$ cat src/rtl/tqv_bus_pkg.sv
// Shared encodings, FSM state type and size-mask helper for the TinyQV bus initiator.
package tqv_bus_pkg;

   localparam logic [1:0] SIZE_B    = 2'b00;
   localparam logic [1:0] SIZE_H    = 2'b01;
   localparam logic [1:0] SIZE_W    = 2'b10;
   localparam logic [1:0] SIZE_IDLE = 2'b11;

   typedef enum logic [1:0] {
      StIdle,
      StWrite,
      StRead,
      StResp
   } state_e;

   // Zero the bytes above the transfer size.
   function automatic logic [31:0] size_mask(input logic [31:0] data, input logic [1:0] size);
      case (size)
         SIZE_B:  return {24'h0, data[7:0]};
         SIZE_H:  return {16'h0, data[15:0]};
         SIZE_W:  return data;
         default: return 32'h0;
      endcase
   endfunction

endpackage

$ cat src/rtl/tqvp_bus_initiator.sv
// Single-outstanding initiator for the TinyQV peripheral bus.
// Define TQV_INIT_TIMEOUT_EN to compile in the read-wait counter and abort path.
module tqvp_bus_initiator
   import tqv_bus_pkg::*;
#(
   parameter int unsigned TIMEOUT_CYCLES = 255
) (
   input  logic        clk,
   input  logic        reset,
   input  logic        req_valid,
   output logic        req_ready,
   input  logic        req_write,
   input  logic [1:0]  req_size,
   input  logic [5:0]  req_addr,
   input  logic [31:0] req_wdata,
   output logic        rsp_valid,
   input  logic        rsp_ready,
   output logic [31:0] rsp_rdata,
   output logic        rsp_err,
   output logic [5:0]  address,
   output logic [31:0] data_in,
   output logic [1:0]  data_write_n,
   output logic [1:0]  data_read_n,
   input  logic [31:0] data_out,
   input  logic        data_ready,
   output logic        busy
);

   if ((TIMEOUT_CYCLES < 1) || (TIMEOUT_CYCLES > 255)) begin : g_bad_timeout
      $error("TIMEOUT_CYCLES must be within 1..255");
   end

   state_e      state_q, state_d;
   logic [1:0]  size_q, size_d;
   logic [5:0]  address_q, address_d;
   logic [31:0] data_in_q, data_in_d;
   logic [1:0]  write_n_q, write_n_d;
   logic [1:0]  read_n_q, read_n_d;
   logic        rsp_valid_q, rsp_valid_d;
   logic [31:0] rsp_rdata_q, rsp_rdata_d;
   logic        rsp_err_q, rsp_err_d;
`ifdef TQV_INIT_TIMEOUT_EN
   localparam logic [7:0] TimeoutLast = 8'(TIMEOUT_CYCLES - 1);
   logic [7:0]  cnt_q, cnt_d;
`endif

   always_comb begin
      state_d     = state_q;
      size_d      = size_q;
      address_d   = address_q;
      data_in_d   = data_in_q;
      write_n_d   = write_n_q;
      read_n_d    = read_n_q;
      rsp_valid_d = rsp_valid_q;
      rsp_rdata_d = rsp_rdata_q;
      rsp_err_d   = rsp_err_q;
`ifdef TQV_INIT_TIMEOUT_EN
      cnt_d       = cnt_q;
`endif
      case (state_q)
         StIdle: begin
            if (req_valid) begin
               if (req_size == SIZE_IDLE) begin
                  // Illegal size: answer with an error, never touch the bus.
                  state_d     = StResp;
                  rsp_valid_d = 1'b1;
                  rsp_rdata_d = 32'h0;
                  rsp_err_d   = 1'b1;
               end else begin
                  size_d    = req_size;
                  address_d = req_addr;
                  if (req_write) begin
                     data_in_d = size_mask(req_wdata, req_size);
                     write_n_d = req_size;
                     state_d   = StWrite;
                  end else begin
                     read_n_d = req_size;
                     state_d  = StRead;
`ifdef TQV_INIT_TIMEOUT_EN
                     cnt_d    = 8'h0;
`endif
                  end
               end
            end
         end
         StWrite: begin
            write_n_d   = SIZE_IDLE;
            rsp_valid_d = 1'b1;
            rsp_rdata_d = 32'h0;
            rsp_err_d   = 1'b0;
            state_d     = StResp;
         end
         StRead: begin
            if (data_ready) begin
               read_n_d    = SIZE_IDLE;
               rsp_valid_d = 1'b1;
               rsp_rdata_d = size_mask(data_out, size_q);
               rsp_err_d   = 1'b0;
               state_d     = StResp;
`ifdef TQV_INIT_TIMEOUT_EN
            end else if (cnt_q == TimeoutLast) begin
               read_n_d    = SIZE_IDLE;
               rsp_valid_d = 1'b1;
               rsp_rdata_d = 32'h0;
               rsp_err_d   = 1'b1;
               state_d     = StResp;
            end else begin
               cnt_d = cnt_q + 8'h1;
`endif
            end
         end
         StResp: begin
            if (rsp_ready) begin
               rsp_valid_d = 1'b0;
               rsp_rdata_d = 32'h0;
               rsp_err_d   = 1'b0;
               state_d     = StIdle;
            end
         end
         default: state_d = StIdle;
      endcase
   end

   always_ff @(posedge clk or posedge reset) begin
      if (reset) begin
         state_q     <= StIdle;
         size_q      <= SIZE_B;
         address_q   <= 6'h0;
         data_in_q   <= 32'h0;
         write_n_q   <= SIZE_IDLE;
         read_n_q    <= SIZE_IDLE;
         rsp_valid_q <= 1'b0;
         rsp_rdata_q <= 32'h0;
         rsp_err_q   <= 1'b0;
`ifdef TQV_INIT_TIMEOUT_EN
         cnt_q       <= 8'h0;
`endif
      end else begin
         state_q     <= state_d;
         size_q      <= size_d;
         address_q   <= address_d;
         data_in_q   <= data_in_d;
         write_n_q   <= write_n_d;
         read_n_q    <= read_n_d;
         rsp_valid_q <= rsp_valid_d;
         rsp_rdata_q <= rsp_rdata_d;
         rsp_err_q   <= rsp_err_d;
`ifdef TQV_INIT_TIMEOUT_EN
         cnt_q       <= cnt_d;
`endif
      end
   end

   assign req_ready    = (state_q == StIdle);
   assign busy         = (state_q != StIdle);
   assign address      = address_q;
   assign data_in      = data_in_q;
   assign data_write_n = write_n_q;
   assign data_read_n  = read_n_q;
   assign rsp_valid    = rsp_valid_q;
   assign rsp_rdata    = rsp_rdata_q;
   assign rsp_err      = rsp_err_q;

endmodule

$ cat config.mk
export PLATFORM = sky130hd
export DESIGN_NAME = tqvp_bus_initiator
export DESIGN_NICKNAME = d
export VERILOG_FILES = /design/src/rtl/tqv_bus_pkg.sv /design/src/rtl/tqvp_bus_initiator.sv
export SDC_FILE = /design/constraint.sdc
export NUM_CORES = 1
export LEC_CHECK = 0
export BUFFER_PORTS_ARGS = -buffer_cell sky130_fd_sc_hd__buf_2
export CORE_ASPECT_RATIO = 0.75
export CORE_MARGIN = 2
export CORE_UTILIZATION = 43
export CTS_BUF_LIST = sky130_fd_sc_hd__clkbuf_8
export CTS_CLUSTER_SIZE = 8
export DETAILED_ROUTE_END_ITERATION = 7
export GPL_ROUTABILITY_DRIVEN = 0
export PLACE_DENSITY = 0.74
export SYNTH_ARGS = -nofsm -noshare
export SYNTH_HDL_FRONTEND = slang
export SYNTH_SLANG_ARGS = --single-unit
$ cat constraint.sdc
create_clock -name clk -period 3.6 [get_ports clk]
set_clock_uncertainty 0.05 [all_clocks]
set_input_delay 0.72 -clock clk [delete_from_list [all_inputs] [get_ports clk]]
set_output_delay 0.72 -clock clk [all_outputs]
set_load 0.01 [all_outputs]
==> metrics.cfg, run 1 <==
[run_status]
outcome = finished clean

[detailed_routing]
drt-wirelength-per-cell_um = 13.50
num_vias = 2823
wl_um = 8154
final_antenna_net_count = 0
dr.pass1.iters = 4
viasPerCell = 4.674
drtIter0Drc = 70
drc_errors = 0

[timing]
drv_slew = 0
worst_pin_slew_ns = 1.011
hold_viol_final = 0
fin_crit_sh_pct = 67.06
holdWs_ns = 0.4000
finalSetupViolations = 0
min_period_ns = 2.414
fin_tns_setup_ns = 0
rsz0062_at_grt = no
relSlewSlack_pct = 32.43
clock.fmax_mhz = 414.2

[clock_network]
clkTransAtPathRegs_ns = 0.08
cts_buffers = 9
ctsHoldBuffers = 0
clock_path_buffers = 2
cts_tree = built
root_buffer = clkbuf_8
post_cts_resized = 0
cts_post_setup_buffers_inserted = 0
clkLatencyLatePin_ns = 0.34
htree_levels = 3
cts_sinks = 80

[job]
cap_violations = 0

[floorplanning]
coreArea_um2 = 8346
pin_count = 156
floorplan.initialDensity_pct = 43.69
die_w_um = 110.3
die_height_um = 83.75
placementRows = 29
die_area_um2 = 9239

[hold_path]
hold_path_class = input port to async pin

[power]
p_switching_mw = 1.354
seq_power_share_pct = 39.7
p_int_mw = 2.314
clockPowerShare_pct = 19.8
swShare_pct = 36.92
power-per-cell-area_nw_per_um2 = 779.9
p_leak_nw = 2.643
combPwrFrac_pct = 40.5
ir_drop_v = 0.0004221

[setup_path]
arrival_ns = 2.59
start_kind = flop
worst_setup_path_end_kind = flop
cp.required_ns = 3.78
critPathKind = flop to flop
cp_max_fo = 34

[grt]
grt_pass1_wl_um = 13480
overflow = 0
grt_antenna_before_repair = 0
grt_max_degree = 48
grt_usage_pct = 18.66
grt_pass1_vias = 2998

[synth]
ys_warn_count = 0
synth_edf_count = 0
async_reset_ff_share_pct = 100.0
syn-num-nets = 421
ys_types = 35
syn_inst = 338
syn_avg_cell_area_um2 = 10.79
synth_seq_area_share_pct = 55.04
ys.flop_type = dfrtp_1
synth.ff_latch_count = 80
netlist_area_um2 = 3646

[finish]
diodes = 0
syn_to_final_growth_pct = 29.00
final_nets = 574
post-route-util_pct = 56.36
drive_above_1_share_pct = 40.52
fill_cells = 769
design_area_um2 = 4703

[placement]
place_area_um2 = 4482
dp_hpwl_um = 6039
portBuffers = 155

==> final cells by class <==
type                            count  area, µm²  share of cell area, %
Inverter                           93      350.3                  7.449
Clock inverter                      6      83.83                  1.782
Tap cell                          108      135.1                  2.873
Timing Repair Buffer              158      798.3                  16.97
Sequential cell                    80       2007                  42.67
Multi-Input combinational cell    149       1191                  25.33
Clock buffer                       10      137.6                  2.926
==> layout by cell type (no fill, tap or decap), types with 3 or more instances in the layout <==
master and count:
nor2b_1 6, clkbuf_8 10, inv_1 93, nor2_1 6, nand2_1 28, dfrtp_1 76
nand2b_1 3, o32ai_1 32, a21oi_1 8, buf_2 155, mux2i_1 24, dfstp_2 4
ha_1 5, mux2_2 17, buf_4 3
==> kinds of logic (layout without fill, tap and decap cells) <==
family,after synthesis,count (layout),share of synthesized area [%]
xor gates and xnor gates,1,1,0.2403
AOI/OAI and AO/OA,45,45,10.23
adders and majority gates,5,5,1.716
and+or+nand+nor,55,55,7.928
DFF,80,80,55.04
buffers and inverters,109,267,12.29
muxes,43,43,12.56
==> per-stage QoR <==
step	power, mW	setup WS (ns)	std cells
3_5_place_dp	2.977	1.164	588
5_1_grt	3.936	1.022	604
6_report	3.668	1.186	604
4_1_cts	3.716	1.154	604
3_3_place_gp	2.920	1.297	588
2_1_floorplan	2.440	0.7849	338
==> worst paths after layout <==
| path | slack [ns] | from | to | depth (start not counted) |
|---|---|---|---|---|
| worst max-delay path | 1.19 | state_q[0]$_DFFE_PP0P_ | data_in[7]$_DFFE_PP0P_ | 5 |
| worst min register to register | 0.45 | rsp_valid$_DFFE_PP0P_ | rsp_valid$_DFFE_PP0P_ | 1 |
| min in group clk | 0.45 | rsp_valid$_DFFE_PP0P_ | rsp_valid$_DFFE_PP0P_ | 1 |
| max in group asynchronous | 2.62 | reset | address[3]$_DFFE_PP0P_ | 3 |
| worst max register to register | 1.19 | state_q[0]$_DFFE_PP0P_ | data_in[7]$_DFFE_PP0P_ | 5 |
| worst min-delay path | 0.40 | reset | rsp_rdata[5]$_DFFE_PP0P_ | 3 |
==> flip-flops by register name (all words and copies together) (netlist names) <==
signal        cells
rsp_rdata        32
state_q           2
size_q            2
data_read_n       2
rsp_err           1
data_write_n      2
data_in          32
rsp_valid         1
address           6
==> routing by layer <==
metal  global-route usage [%]  vias up  routed length, µm
li1                         -     1402                  -
met1                    22.53     1330               3587
met2                    32.01       81               3905
met3                    5.386       10                557
met4                    5.682        0                104
met5                        0        -                  0
==> power by group through the flow <==
stage | Clock (mW) | Sequential [mW] | Combinational, mW
2_1_floorplan | 0 | 1.62 | 0.818
3_3_place_gp | 0 | 1.46 | 1.46
3_5_place_dp | 0 | 1.47 | 1.51
4_1_cts | 0.749 | 1.46 | 1.51
5_1_grt | 0.777 | 1.50 | 1.66
6_report | 0.727 | 1.45 | 1.49
==> critical path: stages (launching register included) <==
cell	delay (ns)
dfrtp_1	0.41
inv_1	0.12
ha_1	0.37
a21boi_4	0.35
nand3_4	0.46
mux2_1	0.50
==> cell usage after synthesis (3+ instances only) <==
library cell	instances	share of area, %
a21oi_1	8	1.1
buf_2	7	0.96
buf_6	4	1.2
clkbuf_1	3	0.31
dfrtp_1	76	52
dfstp_2	4	2.9
ha_1	5	1.7
inv_1	93	9.6
mux2_2	17	5.3
mux2i_1	24	6.6
nand2_1	28	2.9
nand2b_1	3	0.51
nor2_1	6	0.62
nor2b_1	6	1.0
o32ai_1	32	7.7
(Power assumes the default switching activity.)
==> run 2, diff against run 1 <==
Settings changed: ABC_AREA set to 1, PLACE_DENSITY 0.74 to 0.77.
Clock period 3.6 ns to 2.1 ns, I/O delays scaled along.
==> run 2 against run 1 <==
Sequential share of layout area down 0.10 points. Highest routed layer unchanged. Area after synthesis up 1.8%. Worst setup slack worse by 1.1 ns. Sequential cell count unchanged. Sequential power up 71%. Count of clock-buffer cells in the layout down 1. Non-clock buffer count up 3.
==> metrics.cfg, run 2 <==
[run_status]
outcome = finished clean

[grt]
grt_antenna_before_repair = 0  ; unchanged
overflow = 0  ; unchanged
grt_usage_pct = 19.32  ; +0.66 points
grt_use_met1_pct = 24.46  ; +1.9 points
grt-busiest-layer = met2
grt_max_degree = 58  ; +21%
use_met3_pct = 7.581  ; +2.2 points
grt_pass1_vias = 3185  ; +6.2%
grt_pass1_wl_um = 14650  ; +8.7%
grt_use_met2_pct = 31.04  ; -0.97 points

[clock_network]
cts_sinks = 80  ; unchanged
clkLatencyLatePin_ns = 0.35  ; about the same
root_buffer = clkbuf_8
cts_tree = built
cts_buffers = 9  ; unchanged
htree_levels = 3  ; unchanged
clkTransAtPathRegs_ns = 0.09  ; about the same
cts_post_setup_buffers_inserted = 0  ; unchanged
clock_path_buffers = 2  ; unchanged
ctsHoldBuffers = 0  ; unchanged
post_cts_resized = 0  ; unchanged

[setup_path]
arrival_ns = 1.51  ; -1.08 ns
critPathKind = flop to primary output
worst_setup_path_end_kind = primary output
cp.required_ns = 1.63  ; -2.15 ns
cp_max_fo = 10  ; -71%
start_kind = flop

[synth]
ys_types = 22  ; -37%
ys.flop_type = dfrtp_1
synth_edf_count = 0  ; unchanged
syn-num-nets = 541  ; +29%
synth_seq_area_share_pct = 54.10  ; -0.95 points
async_reset_ff_share_pct = 100.0  ; unchanged
syn_avg_cell_area_um2 = 8.100  ; -25%
ys_warn_count = 0  ; unchanged
yosysTopAreaCellShare_pct = 51.26  ; -0.90 points
netlist_area_um2 = 3710  ; +1.8%
synth_common_cells = nand2_1, dfrtp_1, nor2_1
yosysMostFrequentCell = nand2_1
synth.ff_latch_count = 80  ; unchanged
yosysTopAreaCell = dfrtp_1
synth_area_leaders = dfrtp_1, nand2_1, buf_6
syn_inst = 458  ; +36%

[job]
cap_violations = 0  ; unchanged

[timing]
hold_viol_final = 0  ; unchanged
clock.fmax_mhz = 506.2
finalSetupViolations = 0  ; unchanged
drv_slew = 0  ; unchanged
layout_setup_ws_ns = 0.1246  ; -1.061 ns
rsz0062_at_grt = no
fin_crit_sh_pct = 94.07
worst_pin_slew_ns = 0.5052  ; -0.5054 ns
min_period_ns = 1.975
fin_tns_setup_ns = 0  ; unchanged
relSlewSlack_pct = 66.23  ; +34 points

[finish]
post-route-util_pct = 56.00  ; -0.35 points
mostFrequentLayoutCells = nand2_1, buf_2, dfrtp_1, nor2_1, inv_1
regArea_um2 = 2007  ; unchanged
final_nets = 692  ; +21%
syn_to_final_growth_pct = 27.08
layout_commonest_cell = nand2_1
multi_input_area_um2 = 1440  ; +21%
diodes = 0  ; unchanged
drive_above_1_share_pct = 31.11  ; -9.4 points
fill_cells = 807  ; +4.9%
instances_no_fill = 722  ; +20%

[placement]
place_ws_ns = 0.2926  ; -0.8718 ns
dp_hpwl_um = 6328  ; +4.8%
dp.cells = 706  ; +20%
portBuffers = 155  ; unchanged

[floorplanning]
die_area_um2 = 9394  ; +1.7%
pin_count = 156  ; unchanged
placementRows = 29  ; unchanged
die_height_um = 84.44  ; +0.83%
floorplan.initialDensity_pct = 44.07  ; +0.38 points
coreArea_um2 = 8418  ; +0.87%
die_w_um = 111.3  ; +0.84%

[detailed_routing]
dr.pass1.iters = 4  ; unchanged
wl_um = 8700  ; +6.7%
drt-wirelength-per-cell_um = 12.05  ; -11%
final_antenna_net_count = 0  ; unchanged
drtIter0Drc = 237  ; +240%
num_vias = 3403  ; +21%
viasPerCell = 4.713  ; +0.84%
drc_errors = 0  ; unchanged

[power]
finalPower_mw = 6.333  ; +73%
ir_drop_v = 0.0006815  ; +61%
power-per-cell-area_nw_per_um2 = 1343  ; +72%
p_leak_nw = 2.755  ; +4.2%

[hold_path]
hold_path_class = input port to async pin

-- run 2: changes by cell type in the layout (fill, tap and decap cells not counted), moves of 3 or more --
cell / before / now
nand2_4: 0 / 3
nor2b_1: 6 / 0
o21ai_0: 1 / 16
inv_1: 93 / 21
nand2b_1: 3 / 0
mux2_2: 17 / 0
nor2_1: 6 / 31
o32ai_1: 32 / 0
nand2_1: 28 / 241
nand3_1: 1 / 5
buf_12: 0 / 3
o21ai_1: 0 / 20
mux2i_1: 24 / 0
-- run 2: kinds of logic (layout without fill, tap and decap cells) --
family | Yosys count | count (layout) | synth area share (%)
simple gates | 286 | 286 | 31.20
flops | 80 | 80 | 54.10
compound gates | 44 | 44 | 5.936
buf+inv | 43 | 199 | 7.083
fa+ha+maj | 5 | 5 | 1.686
-- run 2: final timing paths --
kind                       slack [ns]                     endpoint                        from  cells past startpoint
max                              0.12                         busy      state_q[0]$_DFFE_PP0P_                      5
min                              0.07     rsp_rdata[1]$_DFFE_PP0P_                       reset                      3
max reg2reg                      0.31    rsp_rdata[14]$_DFFE_PP0P_      state_q[0]$_DFFE_PP0P_                      7
min reg2reg                      0.41   data_read_n[1]$_DFFE_PP1P_  data_read_n[1]$_DFFE_PP1P_                      2
max in group asynchronous        1.59  data_write_n[0]$_DFFE_PP1P_                       reset                      3
min in group clk                 0.21       data_in[6]$_DFFE_PP0P_                req_wdata[6]                      3
-- run 2: layout make-up --
type                       instances  area share (%)
multi-input combinational        335           30.55
sequential                        80           42.57
inverter                          22           1.831
clock inverter                     7           1.354
timing repair buffer             161           18.21
tap                              108           2.866
clock buffer                       9           2.627
-- run 2: worst max-delay path: stages, from the launching register on --
cell,delay [ns]
dfrtp_1,0.38
inv_1,0.09
ha_1,0.22
buf_4,0.18
inv_1,0.12
buf_2,0.16
-- run 2: layer usage --
metal / vias to the layer above / share of wire [%]
met5: - / 0
met4: 0 / 1.4
met3: 10 / 8.6
met2: 128 / 46
met1: 1559 / 44
li1: 1706 / -
-- run 2: where the power goes --
group | switching [mW] | internal (mW) | leakage, nW | total (mW)
logic | 1.76 | 0.997 | 1.61 | 2.76
clock network | 0.551 | 0.538 | 0.0962 | 1.09
registers | 0.327 | 2.16 | 1.05 | 2.48
total | 2.64 | 3.69 | 2.75 | 6.33
-- run 2: per-stage QoR --
step	area (µm²)	hold WS, ns
CTS	4715	0.05966
global route	4715	0.06849
detailed placement	4527	0.4021
global placement	4527	0.3997
finish	4715	0.07337
floorplan	3714	0.4177
==> run 3, diff against run 2 <==
Settings changed: ABC_AREA 1 to not set, PLACE_DENSITY 0.77 to 0.82.
==> run 3 against run 2 <==
Clock power grew 15%. Worst hold slack improved by 0.059 ns. Via count shrank 14%. Maximum frequency is 1.9% higher. Register-to-register slack worse by 0.09 ns. Final cell count decreased by 16%. Critical path depth is the same. Global-route usage down 0.61 points. Die area decreased by 1.7%. Sequential share of layout area fell by 0.40 points.
==> metrics.cfg, run 3 (same netlist as run 1, synthesis figures left out) <==
[finish]
final_nets = 578  ; -16%
design_area_um2 = 4760  ; +0.96%
drive_above_1_share_pct = 41.20  ; +10 points
syn_to_final_growth_pct = 30.54
layout_commonest_cell = buf_2
diodes = 0  ; unchanged
mostFrequentLayoutCells = buf_2, inv_1, dfrtp_1, o32ai_1, nand2_1

[detailed_routing]
wirelength_met1_um = 3707  ; -3.7%
viasPerCell = 4.788  ; +1.6%
drt-wirelength-per-cell_um = 13.88  ; +15%
dr_wl_met2_um = 4154  ; +4.3%
num_vias = 2911  ; -14%
wl_um = 8442  ; -3.0%
dr.pass1.iters = 4  ; unchanged
wl_met3_um = 477  ; -36%
final_antenna_net_count = 0  ; unchanged
drtIter0Drc = 122  ; -49%
top_layer = met4
drc_errors = 0  ; unchanged

[timing]
drv_slew = 0  ; unchanged
min_period_ns = 1.939  ; -0.03619 ns
fin_tns_setup_ns = 0  ; unchanged
hold_viol_final = 0  ; unchanged
worst_pin_slew_ns = 0.7083  ; +0.2031 ns
rsz0062_at_grt = no
finalSetupViolations = 0  ; unchanged
holdWs_ns = 0.1319  ; +0.05858 ns
fin_crit_sh_pct = 92.34  ; -1.7 points
relSlewSlack_pct = 52.44  ; -14 points
clock.fmax_mhz = 515.7  ; +1.9%

[placement]
portBuffers = 155  ; unchanged
dp_hpwl_um = 6184  ; -2.3%
place_area_um2 = 4539  ; +0.28%

[grt]
overflow = 0  ; unchanged
grt_pass1_vias = 2897  ; -9.0%
grt_usage_pct = 18.70  ; -0.61 points
grt_pass1_wl_um = 13500  ; -7.9%
grt_antenna_before_repair = 0  ; unchanged
grt_max_degree = 81  ; +40%

[run_status]
outcome = finished clean

[clock_network]
clock_path_buffers = 2  ; unchanged
ctsHoldBuffers = 0  ; unchanged
cts_sinks = 80  ; unchanged
cts_tree = built
root_buffer = clkbuf_8
clkTransAtPathRegs_ns = 0.09  ; about the same
clkLatencyLatePin_ns = 0.34  ; about the same
cts_buffers = 9  ; unchanged
htree_levels = 3  ; unchanged

[floorplanning]
pin_count = 156  ; unchanged
die_height_um = 83.75  ; -0.82%
coreArea_um2 = 8346  ; -0.86%
die_w_um = 110.3  ; -0.84%
die_area_um2 = 9239  ; -1.7%
floorplan.initialDensity_pct = 43.69  ; -0.38 points
placementRows = 29  ; unchanged

[setup_path]
worstRegToRegCells = 7  ; unchanged
r2r_slack_ns = 0.22  ; -0.09 ns
start_kind = flop
arrival_ns = 1.47  ; -0.04 ns
worst_setup_path_end_kind = primary output
critPathKind = flop to primary output
r2r-start = state_q[0]$_DFFE_PP0P_
cp.required_ns = 1.63  ; about the same
cp_max_fo = 9  ; -1
r2r_end = rsp_rdata[8]$_DFFE_PP0P_

[power]
ir_drop_v = 0.0005454  ; -20%
power-per-cell-area_nw_per_um2 = 1346  ; +0.20%
p_leak_nw = 2.668  ; -3.1%
finalPower_mw = 6.406  ; +1.2%

[job]
cap_violations = 0  ; unchanged

[hold_path]
hold_path_class = input port to async pin

==> run 3: critical path: stages (launching register included) <==
cell     delay [ns]
dfrtp_1        0.41
inv_1          0.10
ha_1           0.21
buf_4          0.17
inv_1          0.09
buf_2          0.15
==> run 3: how the worst max path moves through the flow <==
stage	from	endpoint	slack, ns	cells past startpoint
after CTS	state_q[0]$_DFFE_PP0P_	busy	0.12	5
after global routing	state_q[0]$_DFFE_PP0P_	busy	0.04	5
after global placement	state_q[0]$_DFFE_PP0P_	data_in[11]$_DFFE_PP0P_	0.32	6
after detailed placement	state_q[0]$_DFFE_PP0P_	rsp_rdata[8]$_DFFE_PP0P_	0.19	7
after floorplan	state_q[0]$_DFFE_PP0P_	rsp_err$_DFFE_PP0P_	0.14	6
final	state_q[0]$_DFFE_PP0P_	busy	0.16	5
==> run 3: repair_timing <==
action                                 4_1_cts  5_1_grt
setup endpoints to repair                    0        3
resized for setup                            0        1
buffers inserted                             0        0
endpoints found under the hold margin        0        0
==> run 3: final cells by class <==
cell class,count,area [µm²]
clock inverter,7,93.84
tap,108,135.1
fill,750,3586
sequential,80,2007
multi-input combinational,149,1194
timing repair buffer,162,853.3
clock buffer,9,123.9
inverter,93,352.8
==> run 3: power breakdown <==
group          internal (mW)  switching, mW  total (mW)
combinational           1.17           1.49        2.65
clock                  0.672          0.581        1.25
sequential              2.17          0.331        2.50
==> run 3: routing by layer <==
layer  global-route usage (%)  up-vias
met3                    5.386        8
met4                    4.886        0
met5                        0        -
met2                    31.85       88
li1                         -     1400
met1                    23.20     1415
==> run 3: stage by stage <==
stage                     worst slack (ns)  util (%)  instances
after floorplan                     0.1357         -        338
after global placement              0.3165     54.39        592
after detailed placement            0.1894     54.39        592
after CTS                           0.1219     57.00        608
after global routing               0.03908     57.03        608
final                               0.1608     57.03        608
